[config.mk]
export PLATFORM = sky130hd
export DESIGN_NAME = ct_rtu_iid_alloc
export DESIGN_NICKNAME = d
export VERILOG_FILES = /design/src/rtl/ct_rtu_iid_alloc.sv
export SDC_FILE = /design/constraint.sdc
export NUM_CORES = 1
export LEC_CHECK = 0
export BUFFER_PORTS_ARGS = -buffer_cell sky130_fd_sc_hd__buf_2
export CELL_PAD_IN_SITES_DETAIL_PLACEMENT = 0
export CELL_PAD_IN_SITES_GLOBAL_PLACEMENT = 1
export CORE_MARGIN = 2
export CORE_UTILIZATION = 36
export CTS_BUF_LIST = sky130_fd_sc_hd__clkbuf_4 sky130_fd_sc_hd__clkbuf_8 sky130_fd_sc_hd__clkbuf_16
export DETAILED_ROUTE_END_ITERATION = 8
export GPL_ROUTABILITY_DRIVEN = 0
export HOLD_SLACK_MARGIN = 0.06
export PLACE_DENSITY = 0.77
export SLEW_MARGIN = 20
export SYNTH_ARGS = -nofsm -noshare
export SYNTH_HDL_FRONTEND = slang
export SYNTH_SLANG_ARGS = --single-unit
export TNS_END_PERCENT = 20
[constraint.sdc]
create_clock -name forever_cpuclk -period 3.5 [get_ports forever_cpuclk]
set_input_delay 0.875 -clock forever_cpuclk [delete_from_list [all_inputs] [get_ports forever_cpuclk]]
set_output_delay 0.875 -clock forever_cpuclk [all_outputs]
set_load 0.01 [all_outputs]
[src/rtl/ct_rtu_iid_alloc.sv]
// IID allocator/retirer: a two-pointer ring over 7-bit IIDs (wrap bit + 6-bit ROB index)
// with registered free count, full/empty flags and a sticky retire-underflow error.
module ct_rtu_iid_alloc #(
    parameter int ENTRIES  = 64,
    parameter int ALLOC_W  = 4,
    parameter int RETIRE_W = 3
) (
    input  logic       forever_cpuclk,
    input  logic       cpurst,
    input  logic       idu_rtu_alloc_req,
    input  logic [2:0] idu_rtu_alloc_num,
    output logic       rtu_idu_alloc_gnt,
    output logic [6:0] rtu_idu_alloc_iid0,
    output logic [6:0] rtu_idu_alloc_iid1,
    output logic [6:0] rtu_idu_alloc_iid2,
    output logic [6:0] rtu_idu_alloc_iid3,
    input  logic [1:0] rob_rtu_retire_num,
    input  logic       rtu_yy_xx_flush,
    output logic [6:0] rtu_idu_free_cnt,
    output logic       rtu_idu_full,
    output logic       rtu_yy_xx_empty,
    output logic [6:0] rtu_oldest_iid,
    output logic       rtu_err_underflow
);

    localparam logic [6:0] FULL_CNT   = 7'(ENTRIES);
    localparam logic [6:0] ALLOC_MAX  = 7'(ALLOC_W);
    localparam logic [6:0] RETIRE_MAX = 7'(RETIRE_W);

    // The IID wrap bit only works if the ring is exactly 2^6 deep.
    if (ENTRIES != 64) begin : g_bad_entries
        $error("ct_rtu_iid_alloc: ENTRIES must be 64");
    end

    logic [6:0] alloc_ptr_q, alloc_ptr_d;
    logic [6:0] retire_ptr_q, retire_ptr_d;
    logic [6:0] free_cnt_q, free_cnt_d;
    logic       full_q, empty_q, err_q, err_d;

    logic [6:0] num_ext, rn_ext, occ, num_eff, rn_eff;
    logic       num_legal, retire_bad, retire_ok;

    always_comb begin
        // NOTE: every signal gets a value on every path so no latch is inferred.
        num_ext    = {4'b0, idu_rtu_alloc_num};
        rn_ext     = {5'b0, rob_rtu_retire_num};
        occ        = FULL_CNT - free_cnt_q;
        num_legal  = (num_ext != '0) && (num_ext <= ALLOC_MAX) && (num_ext <= free_cnt_q);
        rtu_idu_alloc_gnt = idu_rtu_alloc_req && !rtu_yy_xx_flush && !cpurst && num_legal;

        // Over-retire is rejected whole; it never partially advances the pointer.
        retire_bad = rn_ext > occ;
        retire_ok  = (rn_ext != '0) && !retire_bad && (rn_ext <= RETIRE_MAX);
        rn_eff     = retire_ok ? rn_ext : '0;
        num_eff    = rtu_idu_alloc_gnt ? num_ext : '0;

        retire_ptr_d = retire_ptr_q + rn_eff;
        err_d        = err_q | retire_bad;

        if (rtu_yy_xx_flush) begin
            alloc_ptr_d = retire_ptr_d;
            free_cnt_d  = FULL_CNT;
        end else begin
            alloc_ptr_d = alloc_ptr_q + num_eff;
            free_cnt_d  = free_cnt_q - num_eff + rn_eff;
        end
    end

    always_ff @(posedge forever_cpuclk or posedge cpurst) begin
        if (cpurst) begin
            alloc_ptr_q  <= '0;
            retire_ptr_q <= '0;
            free_cnt_q   <= FULL_CNT;
            full_q       <= 1'b0;
            empty_q      <= 1'b1;
            err_q        <= 1'b0;
        end else begin
            // NOTE: non-blocking assignments so every register samples pre-edge values.
            alloc_ptr_q  <= alloc_ptr_d;
            retire_ptr_q <= retire_ptr_d;
            free_cnt_q   <= free_cnt_d;
            full_q       <= (free_cnt_d == '0);
            empty_q      <= (free_cnt_d == FULL_CNT);
            err_q        <= err_d;
        end
    end

    assign rtu_idu_alloc_iid0 = alloc_ptr_q;
    assign rtu_idu_alloc_iid1 = alloc_ptr_q + 7'd1;
    assign rtu_idu_alloc_iid2 = alloc_ptr_q + 7'd2;
    assign rtu_idu_alloc_iid3 = alloc_ptr_q + 7'd3;
    assign rtu_idu_free_cnt   = free_cnt_q;
    assign rtu_idu_full       = full_q;
    assign rtu_yy_xx_empty    = empty_q;
    assign rtu_oldest_iid     = retire_ptr_q;
    assign rtu_err_underflow  = err_q;

endmodule

Word-level counts from Yosys, hierarchy flattened
Cells that the tools add are included.

storage, ports and cells
  register bits after elaboration = 24
  bits of input ports = 9
  output and inout bits = 46
  word-level logic and storage cells = 35

operators by class
  add/sub/neg operators = 8
  magnitude comparators = 3
  equality and inequality tests = 1
  multiplexer cells = 4
  bitwise logic cells = 1
  reduce and logical (&&, ||, !) cells = 12

operators with widths
  kind                                                            number
  7-bit by 2-bit adder with 7-bit output                          2
  7-bit by 2-bit adder with 7-bit output (second input constant)  2
  7-bit two-way mux                                               2
  7-bit by 1-bit adder with 7-bit output (second input constant)  1
  7-bit by 3-bit adder with 7-bit output                          1
  7-bit equality test (second input constant)                     1
  2-bit by 7-bit greater-than comparator with 1-bit output        1
  3-bit by 7-bit <= comparator with 1-bit output                  1
  7-bit zero test                                                 1
  7-bit by 3-bit subtractor with 7-bit output                     1
  7-bit subtractor (first input constant)                         1
  1-bit logical AND                                               6
  3-bit <= comparator (second input constant)                     1
  1-bit zero test                                                 3
  3-bit two-way mux                                               1
  3-bit nonzero test                                              1
  2-bit two-way mux                                               1
  2-bit nonzero test                                              1
  1-bit OR                                                        1

Logic depth before layout (Yosys ltp)
Gate-level depths: netlist of the first run.

  depth after elaboration = 9
  gate-level depth with buffers = 17
  mapped depth without buffers = 17

Worst setup path before layout of the first run
No wires, ideal clock.

  path kind = input -> register
  start = input port cpurst
  end = register full_q (netlist: rtu_idu_full)
  setup time = 0.128 ns
  data arrival time = 3.777 ns
  path slack = -0.405 ns
  stages on the path = 12
  path buffers = 0
  cells stage by stage = inv_1 nand4_1 a41oi_2 and2_1 fa_1 inv_1 ha_1 a21oi_1 nor4b_1 or4_4 a21oi_4 nor3_2

between the ends
  longest elaborated chain between the ends = 8

RTL lines
  item                                         RTL line  RTL
  start: declaration                           9         input logic cpurst,
  1-bit zero test (no source line)             n/a
  1-bit logical AND (2 in a row)               49        rtu_idu_alloc_gnt = idu_rtu_alloc_req && !rtu_yy_xx_flush && !cpurst && num_legal;
  via rtu_idu_alloc_gnt                        12        output logic rtu_idu_alloc_gnt,
  3-bit two-way mux                            55        num_eff = rtu_idu_alloc_gnt ? num_ext : '0;
  7-bit by 3-bit subtractor with 7-bit output  65        free_cnt_d = free_cnt_q - num_eff + rn_eff;
  7-bit by 2-bit adder with 7-bit output       65
  7-bit two-way mux                            60        if (rtu_yy_xx_flush) begin
  via free_cnt_d[5]                            37        logic [6:0] free_cnt_q, free_cnt_d;
  7-bit zero test                              82        full_q <= (free_cnt_d == '0);
  end signal: assignment                       82
  end: declaration                             38        logic full_q, empty_q, err_q, err_d;

The timed path passes the listed nets, and every way through them passes these cells.

Worst setup path after layout of the first run
  start = input port rob_rtu_retire_num[0]
  end = register full_q (netlist: rtu_idu_full)

between the ends
  longest elaborated chain between the ends = 7

RTL lines
  item                                                      RTL line  RTL
  start: declaration                                        17        input logic [1:0] rob_rtu_retire_num,
  2-bit by 7-bit greater-than comparator with 1-bit output  52        retire_bad = rn_ext > occ;
  1-bit zero test                                           53        retire_ok = (rn_ext != '0) && !retire_bad && (rn_ext <= RETIRE_MAX);
  1-bit logical AND                                         53
  2-bit two-way mux *                                       54        rn_eff = retire_ok ? rn_ext : '0;
  7-bit by 2-bit adder with 7-bit output *                  65
  7-bit two-way mux *                                       60
  via free_cnt_d[5]                                         37
  7-bit zero test *                                         82

The timed path passes the listed nets; every way through them passes the cells marked *.

==> results of run 1 <==
==> state kept, by name, summed over array words and instances, names as in the netlist <==
signal	cells
rtu_idu_alloc_iid0	7
rtu_idu_free_cnt	7
rtu_oldest_iid	7
rtu_err_underflow	1
rtu_idu_full	1
rtu_yy_xx_empty	1
==> cell usage after synthesis <==
| master | instances | area [µm²] |
|---|---|---|
| clkbuf_1 | 3 | 11.26 |
| xor2_1 | 9 | 78.83 |
| o21ai_0 | 4 | 20.02 |
| nor3b_1 | 1 | 7.510 |
| a41oi_2 | 1 | 16.27 |
| a41oi_1 | 1 | 8.760 |
| nor2b_1 | 6 | 37.54 |
| and2_1 | 5 | 31.28 |
| nor4b_1 | 2 | 17.52 |
| nor3_2 | 1 | 10.01 |
| nor2_1 | 15 | 56.30 |
| mux2i_1 | 2 | 20.02 |
| mux2_2 | 3 | 33.78 |
| o2111ai_2 | 1 | 15.01 |
| ha_1 | 26 | 325.3 |
| o21bai_1 | 1 | 7.510 |
| dfrtp_1 | 22 | 550.5 |
| buf_2 | 2 | 10.01 |
| nand2_1 | 16 | 60.06 |
| inv_1 | 26 | 97.59 |
| o22ai_1 | 1 | 6.260 |
| xnor2_1 | 22 | 192.7 |
| nand2b_1 | 3 | 18.77 |
| dfstp_2 | 2 | 52.55 |
| nor3_1 | 2 | 10.01 |
| and3_1 | 2 | 12.51 |
| nand4_1 | 3 | 18.77 |
| or4_4 | 1 | 11.26 |
| o31ai_1 | 1 | 7.510 |
| buf_4 | 2 | 15.01 |
| a21oi_4 | 1 | 16.27 |
| a21o_1 | 4 | 30.03 |
| nand3_1 | 4 | 20.02 |
| fa_1 | 4 | 80.08 |
| a2111oi_4 | 1 | 27.53 |
| a21oi_1 | 9 | 45.04 |
| a211oi_2 | 2 | 25.02 |
==> cells in the final DEF (no fill, tap or decap), types with 4 or more instances in the layout <==
| master | synthesis | routed |
|---|---|---|
| inv_1 | 26 | 23 |
| xnor2_1 | 22 | 20 |
| buf_2 | 2 | 53 |
| nor2_1 | 15 | 14 |
| ha_1 | 26 | 21 |
| buf_4 | 2 | 30 |
| ha_4 | 0 | 5 |
| nand2_1 | 16 | 15 |
| a21oi_1 | 9 | 6 |
| nor2b_1 | 6 | 4 |
| xor2_1 | 9 | 9 |
| dfrtp_1 | 22 | 22 |
| a21o_1 | 4 | 4 |
==> kinds of logic (layout without fill, tap and decap cells) <==
logic type	Yosys count	count (layout)
and+or+nand+nor	61	61
buffers and inverters	33	114
adders and majority gates	30	30
xor gates and xnor gates	31	31
AOI/OAI and AO/OA	27	27
DFF	24	24
muxes	5	5
==> area by class of cell <==
class                   instances  area [µm²]  share of cell area
repair buffers                 84       501.7              0.1806
multi-input cells             154        1410              0.5077
clock inverters                 1       30.03             0.01081
clock buffers                   3       41.29             0.01486
inverters                      26       101.3             0.03649
flip-flops and latches         24       603.1              0.2171
well taps                      72       90.09             0.03243
==> through the flow <==
stage	area (µm²)	total power [mW]	setup TNS, ps	setup WS [ps]	util
after floorplan	2068	1.726	-327.0	-136.6	-
after global placement	2595	2.349	-1307	-339.7	0.4771
after detailed placement	2595	2.380	-1477	-362.5	0.4771
after CTS	2711	2.703	0	4.053	0.4985
after global routing	2778	2.976	-387.8	-150.4	0.5107
final	2778	2.759	-3.200	-3.200	0.5107
==> worst reg2reg max path, delay by kind of cell (launching register included) <==
family,cells,cell delay (ps)
xor+xnor,1,150
flops,1,410
buf+inv,2,180
compound gates,5,920
simple gates,4,590
fa+ha+maj,3,1120
==> power by group <==
part / leakage (nW) / switching (mW) / internal (mW) / total, mW
registers: 0.291 / 0.177 / 0.414 / 0.591
clock network: 0.0357 / 0.0971 / 0.153 / 0.250
logic: 1.04 / 0.975 / 0.943 / 1.92
==> path summary, 6_finish.rpt <==
check / start / end / slack (ps) / cells past startpoint
setup / recovery: rob_rtu_retire_num[0] / rtu_idu_full / -3 / 14
hold / removal: rtu_err_underflow / rtu_err_underflow / 470 / 1
setup reg to reg: rtu_idu_free_cnt[5] / rtu_yy_xx_empty / 70 / 15
hold reg to reg: rtu_err_underflow / rtu_err_underflow / 470 / 1
max in group asynchronous: cpurst / rtu_yy_xx_empty / 2520 / 3
min in group asynchronous: cpurst / rtu_idu_free_cnt[5] / 700 / 3
==> repair_timing <==
item	in CTS	in global routing
cloned	0	0
setup endpoints to repair	2	5
setup buffers	3	0
pin swaps	15	17
gates resized for setup	3	12
==> metal layers <==
| layer | track usage | wire, µm | vias to the layer above |
|---|---|---|---|
| met5 | 0 | 0 | - |
| met4 | 0.04211 | 57 | 0 |
| met3 | 0.01034 | 64 | 5 |
| met2 | 0.2786 | 2453 | 17 |
| met1 | 0.2399 | 2521 | 829 |
| li1 | - | - | 862 |
==> impl_metrics.json, run 1 <==
{
  "syn_inst": 211,
  "clkSinkCount": 24,
  "cts_hold_buffers": 0,
  "power.density_nw_per_um2": 993.4,
  "overflow": 0,
  "clockBufferDepth": 2,
  "start_kind": "input pin",
  "cp_max_fo": 3,
  "cts_buffers": 3,
  "cpMaxStageDelayCell": "fa_1",
  "crit_path_cell_trace": "buf_2 -> inv_1 -> ha_4 -> a2111oi_4 -> o2111ai_2 -> nand2_2 -> fa_1 -> inv_2 -> ha_1 -> a21oi_2 -> nor4b_2 -> or4_4 -> a21oi_4 -> nor3_2",
  "drc": 0,
  "track_usage": 0.1685,
  "drive_gt1_frac": 0.4349,
  "drtAntennaViolNets": 0,
  "yosys-mux-area-fraction": 0.02684,
  "dpl.cell_count": 357,
  "ys_seq_area_frac": 0.3009,
  "synth_compound_area_frac": 0.1124,
  "synth_top_family_by_area": "adder cells",
  "fin_worst_skew_ps": 1.775,
  "start_util": 0.3685,
  "io_pins": 55,
  "period_share": 1.001,
  "setup_slack_ps": -3.200,
  "clock.fmax_mhz": 285.5,
  "drtIter0Drc": 60,
  "core_um2": 5439,
  "synthAdderAreaFrac": 0.2022,
  "grt_pass1_vias": 1728,
  "synth_area_um2": 2004,
  "crit_arrival_ps": 3670,
  "crit_type": "input pin to register",
  "dp_hpwl_mm": 3.988,
  "synth_xor_area_frac": 0.1355,
  "outcome": "finished, violations left",
  "die_area_um2": 6180,
  "routed_via_density": 4.706,
  "synth_cell_types": 37,
  "drv_slew": 0,
  "antenna_found_initial": 0,
  "ys_warn_count": 0,
  "final_nets": 332,
  "areaGrowthSynthToFinish_pct": 38.58,
  "endpoint_kind": "register",
  "grt_first_pass_wirelength_mm": 8.300,
  "synth_fp_nets": 250,
  "clk_latency_ps": 270,
  "wl_per_cell_um": 14.00,
  "ys_ff_latch": 24,
  "dr.pass1.iters": 4,
  "worst_slew_pin_slew_ps": 479.6,
  "routed_wl_mm": 5.096,
  "root_buffer": "clkbuf_8",
  "die_height_um": 78.62,
  "fin_cells": 364,
  "cts_max_level": 1,
  "fill_cells": 519,
  "num_rows": 27,
  "synthSimpleGateAreaFrac": 0.1554,
  "max_slew_margin": 0.6802,
  "drv_cap": 0,
  "dr_total_vias": 1713,
  "syn_avg_cell_area_um2": 9.500,
  "violations": "negative setup slack",
  "cp_top_family": "compound AO/OA/AOI/OAI gates",
  "portBuffers": 54,
  "rsz0062_at_grt": "yes",
  "max-vdd-ir-drop_v": 0.0003576,
  "worstHoldPathType": "register to register",
  "required_ps": 3660,
  "cts.clk_slew.worst_paths_ps": 90,
  "critPathMaxStageDelay_ps": 430,
  "cts_tree": "yes",
  "antenna_cells": 0,
  "setup_viol": 1,
  "leakage_nw": 1.368,
  "hold_viol_final": 0,
  "fin_crit_ps": 3503,
  "dieWidth_um": 78.62,
  "whs_ps": 469.3,
  "crit_buf_inv": 3,
  "grt_max_degree": 25
}
Note: power is estimated with default switching activity, not from simulation.
==> inputs of run 2 (changes only) <==
CORE_MARGIN = 10   (was 2)
==> impl_metrics.json, run 2 (synthesis results as in run 1) <==
{
  "outcome": "complete, no violations",
  "cpMaxStageDelayCell": "fa_1",
  "antenna_cells": 0,
  "r2r_slack_ps": 40,
  "setup_viol": 0,
  "drive_gt1_frac": 0.4198,
  "num_rows": 27,
  "cts.clk_slew.worst_paths_ps": 100,
  "dieWidth_um": 94.62,
  "p_int_mw": 1.510,
  "p_sw_mw": 1.241,
  "cts_tree": "yes",
  "clock_power_share": 0.092,
  "required_ps": 3710,
  "clkSinkCount": 24,
  "cp_common_cell": "a41oi_2",
  "period_share": 0.9950,
  "r2r_cells": 15,
  "crit_arrival_ps": 3690,
  "grt_first_pass_wirelength_mm": 8.776,
  "rsz0062_at_grt": "yes",
  "clockBufferDepth": 2,
  "dr.pass1.iters": 4,
  "power.density_nw_per_um2": 994.9,
  "drv_cap": 0,
  "dp_hpwl_mm": 4.303,
  "final_nets": 333,
  "tns_ps": 0,
  "fin_crit_ps": 3482,
  "layout_common_cells": "buf_2 (53), buf_4 (31), inv_1 (22), dfrtp_1 (22), xnor2_1 (21)",
  "clk_latency_ps": 280,
  "max_slew_margin": 0.7025,
  "wl_per_cell_um": 14.54,
  "hold_viol_final": 0,
  "start_util": 0.3685,
  "grt_max_degree": 25,
  "routed_via_density": 4.553,
  "drtIter0Drc": 65,
  "stdcell_area_um2": 2765,
  "grt_pass1_vias": 1742,
  "crit_type": "input pin to register",
  "track_usage": 0.1219,
  "dpl.cell_count": 357,
  "routed_wl_mm": 5.306,
  "p_seq_frac": 0.214,
  "leakage_nw": 1.361,
  "mostFrequentLayoutCell": "buf_2",
  "dr_total_vias": 1662,
  "core_um2": 5439,
  "antenna_found_initial": 0,
  "critPathMaxStageDelay_ps": 490,
  "fin_worst_skew_ps": 7.485,
  "areaGrowthSynthToFinish_pct": 37.95,
  "endpoint_kind": "register",
  "portBuffers": 54,
  "die_height_um": 94.62,
  "max-vdd-ir-drop_v": 0.0003314,
  "min_path_cells": 1,
  "overflow": 0,
  "worst_slew_pin_slew_ps": 446.3,
  "cp_max_fo": 3,
  "fin_cells": 365,
  "root_buffer": "clkbuf_8",
  "clock.fmax_mhz": 287.2,
  "cts_buffers": 3,
  "power_frac_comb": 0.694,
  "switching_share": 0.4511,
  "cts_max_level": 1,
  "crit_path_cell_trace": "buf_6 -> ha_4 -> nor2b_4 -> o21ai_1 -> nand2b_1 -> a41oi_2 -> and2_4 -> fa_1 -> inv_2 -> fa_2 -> a21o_1 -> a21oi_2 -> xnor2_2 -> a41oi_2 -> a211oi_2",
  "worstHoldPathType": "register to register",
  "drc": 0,
  "drv_slew": 0,
  "die_area_um2": 8952,
  "io_pins": 55,
  "start_kind": "input pin",
  "placed_area_um2": 2595,
  "drtAntennaViolNets": 0
}
==> run 2: per-layer routing <==
| metal | track usage | part of all wire |
|---|---|---|
| met4 | 0.03741 | 0.014 |
| met1 | 0.1533 | 0.45 |
| met2 | 0.2128 | 0.51 |
| met3 | 0.01348 | 0.030 |
| met5 | 0 | 0 |
==> run 2: repair_timing <==
action                                  4_1_cts  5_1_grt
resized for setup                             3       10
hold buffers                                  0        0
endpoints found under the setup margin        4        5
pin swaps                                     8       13
setup buffers                                 2        2
==> run 2: cell type report <==
class / count / area [µm²]
fill: 513 / 2674
clock buffer: 3 / 41.29
tap: 72 / 90.09
sequential: 24 / 603.1
clock inverter: 1 / 30.03
inverter: 26 / 101.3
multi-input combinational: 154 / 1390
timing repair buffer: 85 / 509.2
==> run 2: per-stage QoR <==
| stage | util | setup slack (ps) | power (mW) | hold slack (ps) |
|---|---|---|---|---|
| final | 0.5084 | 17.64 | 2.751 | 481.4 |
| after global routing | 0.5084 | -187.3 | 3.004 | 512.3 |
| after CTS | 0.4983 | 0.5533 | 2.698 | 485.5 |
| after detailed placement | 0.4771 | -372.4 | 2.400 | 462.3 |
| after global placement | 0.4771 | -338.3 | 2.384 | 450.7 |
| after floorplan | - | -136.6 | 1.726 | 504.1 |
==> run 2: critical path, delay by kind of cell <==
kind	cells	cell delay [ps]
buffers and inverters	2	150
XOR/XNOR	1	140
AO/OA/AOI/OAI	6	1030
adder cells (fa/ha/maj)	3	1090
AND/OR/NAND/NOR	3	410
==> run 2: path summary, 6_finish.rpt <==
kind / from / to
max in group asynchronous: cpurst / rtu_idu_free_cnt[6]
min in group asynchronous: cpurst / rtu_idu_free_cnt[3]
min reg2reg: rtu_err_underflow / rtu_err_underflow
max: idu_rtu_alloc_num[1] / rtu_yy_xx_empty
max reg2reg: rtu_idu_free_cnt[1] / rtu_yy_xx_empty
min: rtu_err_underflow / rtu_err_underflow
==> run 2: power by group through the flow <==
stage	sequential, mW	combinational (mW)	clock (mW)
after floorplan	0.607	1.12	0
after global placement	0.595	1.79	0
after detailed placement	0.597	1.80	0
after CTS	0.591	1.85	0.259
after global routing	0.618	2.11	0.271
final	0.589	1.91	0.253
==> inputs of run 3 (changes only) <==
BUFFER_PORTS_ARGS = -buffer_cell sky130_fd_sc_hd__clkbuf_2   (was -buffer_cell sky130_fd_sc_hd__buf_2)
==> impl_metrics.json, run 3 (synthesis results as in run 1) <==
{
  "clk_latency_ps": 270,
  "outcome": "complete, no violations",
  "mostFrequentLayoutCell": "clkbuf_2",
  "rsz0062_at_grt": "yes",
  "placed_area_um2": 2587,
  "grt_max_degree": 25,
  "worstHoldPathType": "register to register",
  "r2r_cells": 15,
  "drtAntennaViolNets": 0,
  "grt_first_pass_wirelength_mm": 8.411,
  "drive_gt1_frac": 0.4241,
  "cp_max_fo": 3,
  "crit_type": "input pin to register",
  "drtIter0Drc": 57,
  "track_usage": 0.1145,
  "fin_crit_ps": 3468,
  "crit_arrival_ps": 3630,
  "clockBufferDepth": 2,
  "final_nets": 330,
  "r2r_slack_ps": 40,
  "cts_buffers": 3,
  "start_kind": "input pin",
  "stdcell_area_um2": 2754,
  "layout_common_cells": "clkbuf_2 (53), buf_4 (28), dfrtp_1 (22)",
  "fin_worst_skew_ps": 2.952,
  "dieWidth_um": 94.62,
  "areaGrowthSynthToFinish_pct": 37.39,
  "setup_slack_ps": 32.05,
  "antenna_found_initial": 0,
  "die_area_um2": 8952,
  "start_util": 0.3685,
  "cts_max_level": 1,
  "max-vdd-ir-drop_v": 0.0003615,
  "endpoint_kind": "register",
  "routed_wl_mm": 5.209,
  "required_ps": 3660,
  "min_to": "rtu_err_underflow",
  "grt_pass1_vias": 1697,
  "worst_slew_pin_slew_ps": 470.9,
  "max_slew_margin": 0.6861,
  "regToRegStartpoint": "rtu_idu_free_cnt[1]",
  "drv_slew": 0,
  "die_height_um": 94.62,
  "routed_via_density": 4.508,
  "num_rows": 27,
  "cts.clk_slew.worst_paths_ps": 90,
  "dp_hpwl_mm": 4.282,
  "power.density_nw_per_um2": 994.1,
  "fin_cells": 362,
  "antenna_cells": 0,
  "root_buffer": "clkbuf_8",
  "dr.pass1.iters": 4,
  "portBuffers": 54,
  "clock.fmax_mhz": 288.4,
  "r2r_end": "rtu_idu_full",
  "clkSinkCount": 24,
  "overflow": 0,
  "dpl.cell_count": 356,
  "dr_total_vias": 1632,
  "min_path_cells": 1,
  "crit_path_cell_trace": "buf_8 -> ha_4 -> nor2b_4 -> o21ai_1 -> nand2b_1 -> a41oi_2 -> and2_4 -> fa_1 -> inv_2 -> ha_1 -> a21oi_2 -> nor4b_2 -> or4_4 -> a21oi_4 -> nor3_2",
  "hold_start": "rtu_err_underflow",
  "whs_ps": 487.0,
  "cpMaxStageDelayCell": "fa_1",
  "cts_tree": "yes",
  "final_core_util": 0.5063,
  "drv_cap": 0,
  "cts_hold_buffers": 0,
  "dpl_worst_slack_ps": -363.7,
  "setup_viol": 0,
  "critPathMaxStageDelay_ps": 490,
  "hold_viol_final": 0,
  "io_pins": 55,
  "core_um2": 5439,
  "leakage_nw": 1.351,
  "wl_per_cell_um": 14.39,
  "drc": 0,
  "period_share": 0.9908
}
## run 3: routing by layer
metal	up-vias	GRT usage	wire length, µm
met1	751	0.1516	2415
li1	857	-	-
met3	2	0.01110	159
met5	-	0	0
met4	0	0.02618	38
met2	22	0.1957	2594
## run 3: how the worst max path moves through the flow
stage                              start           end  depth (start not counted)
finish              idu_rtu_alloc_num[1]  rtu_idu_full                         15
global placement    idu_rtu_alloc_num[1]  rtu_idu_full                         14
global route         rtu_idu_free_cnt[1]  rtu_idu_full                         16
CTS                 idu_rtu_alloc_num[1]  rtu_idu_full                         14
floorplan                         cpurst  rtu_idu_full                         11
detailed placement  idu_rtu_alloc_num[1]  rtu_idu_full                         14
## run 3: per-stage QoR
| stage | power [mW] | TNS [ps] |
|---|---|---|
| after global routing | 2.971 | -319.1 |
| final | 2.738 | 0 |
| after floorplan | 1.726 | -327.0 |
| after CTS | 2.677 | -10.77 |
| after global placement | 2.389 | -1223 |
| after detailed placement | 2.407 | -1381 |
## run 3: cell type report
type | instances | area, µm²
clock buffer | 3 | 41.29
multi-input combinational | 154 | 1398
clock inverter | 1 | 30.03
inverter | 26 | 101.3
fill | 511 | 2685
timing repair buffer | 82 | 490.5
tap | 72 | 90.09
sequential | 24 | 603.1
## run 3: worst max-delay path, delay by kind of cell
family                     cells  cell delay (ps)
adders and majority gates      3             1030
and+or+nand+nor                6             1010
buffers and inverters          2              150
AOI/OAI and AO/OA              4              560
## run 3: repair_timing
item                       in CTS  in global routing
setup endpoints to repair       2                  4
gates resized for setup         2                 14
setup buffers                   0                  2
pin swaps                       8                 17
## run 3: power by group
part           internal (mW)  switching [mW]  leakage [nW]
clock                  0.153          0.0937        0.0357
combinational          0.907           0.982          1.03
sequential             0.414           0.187         0.291
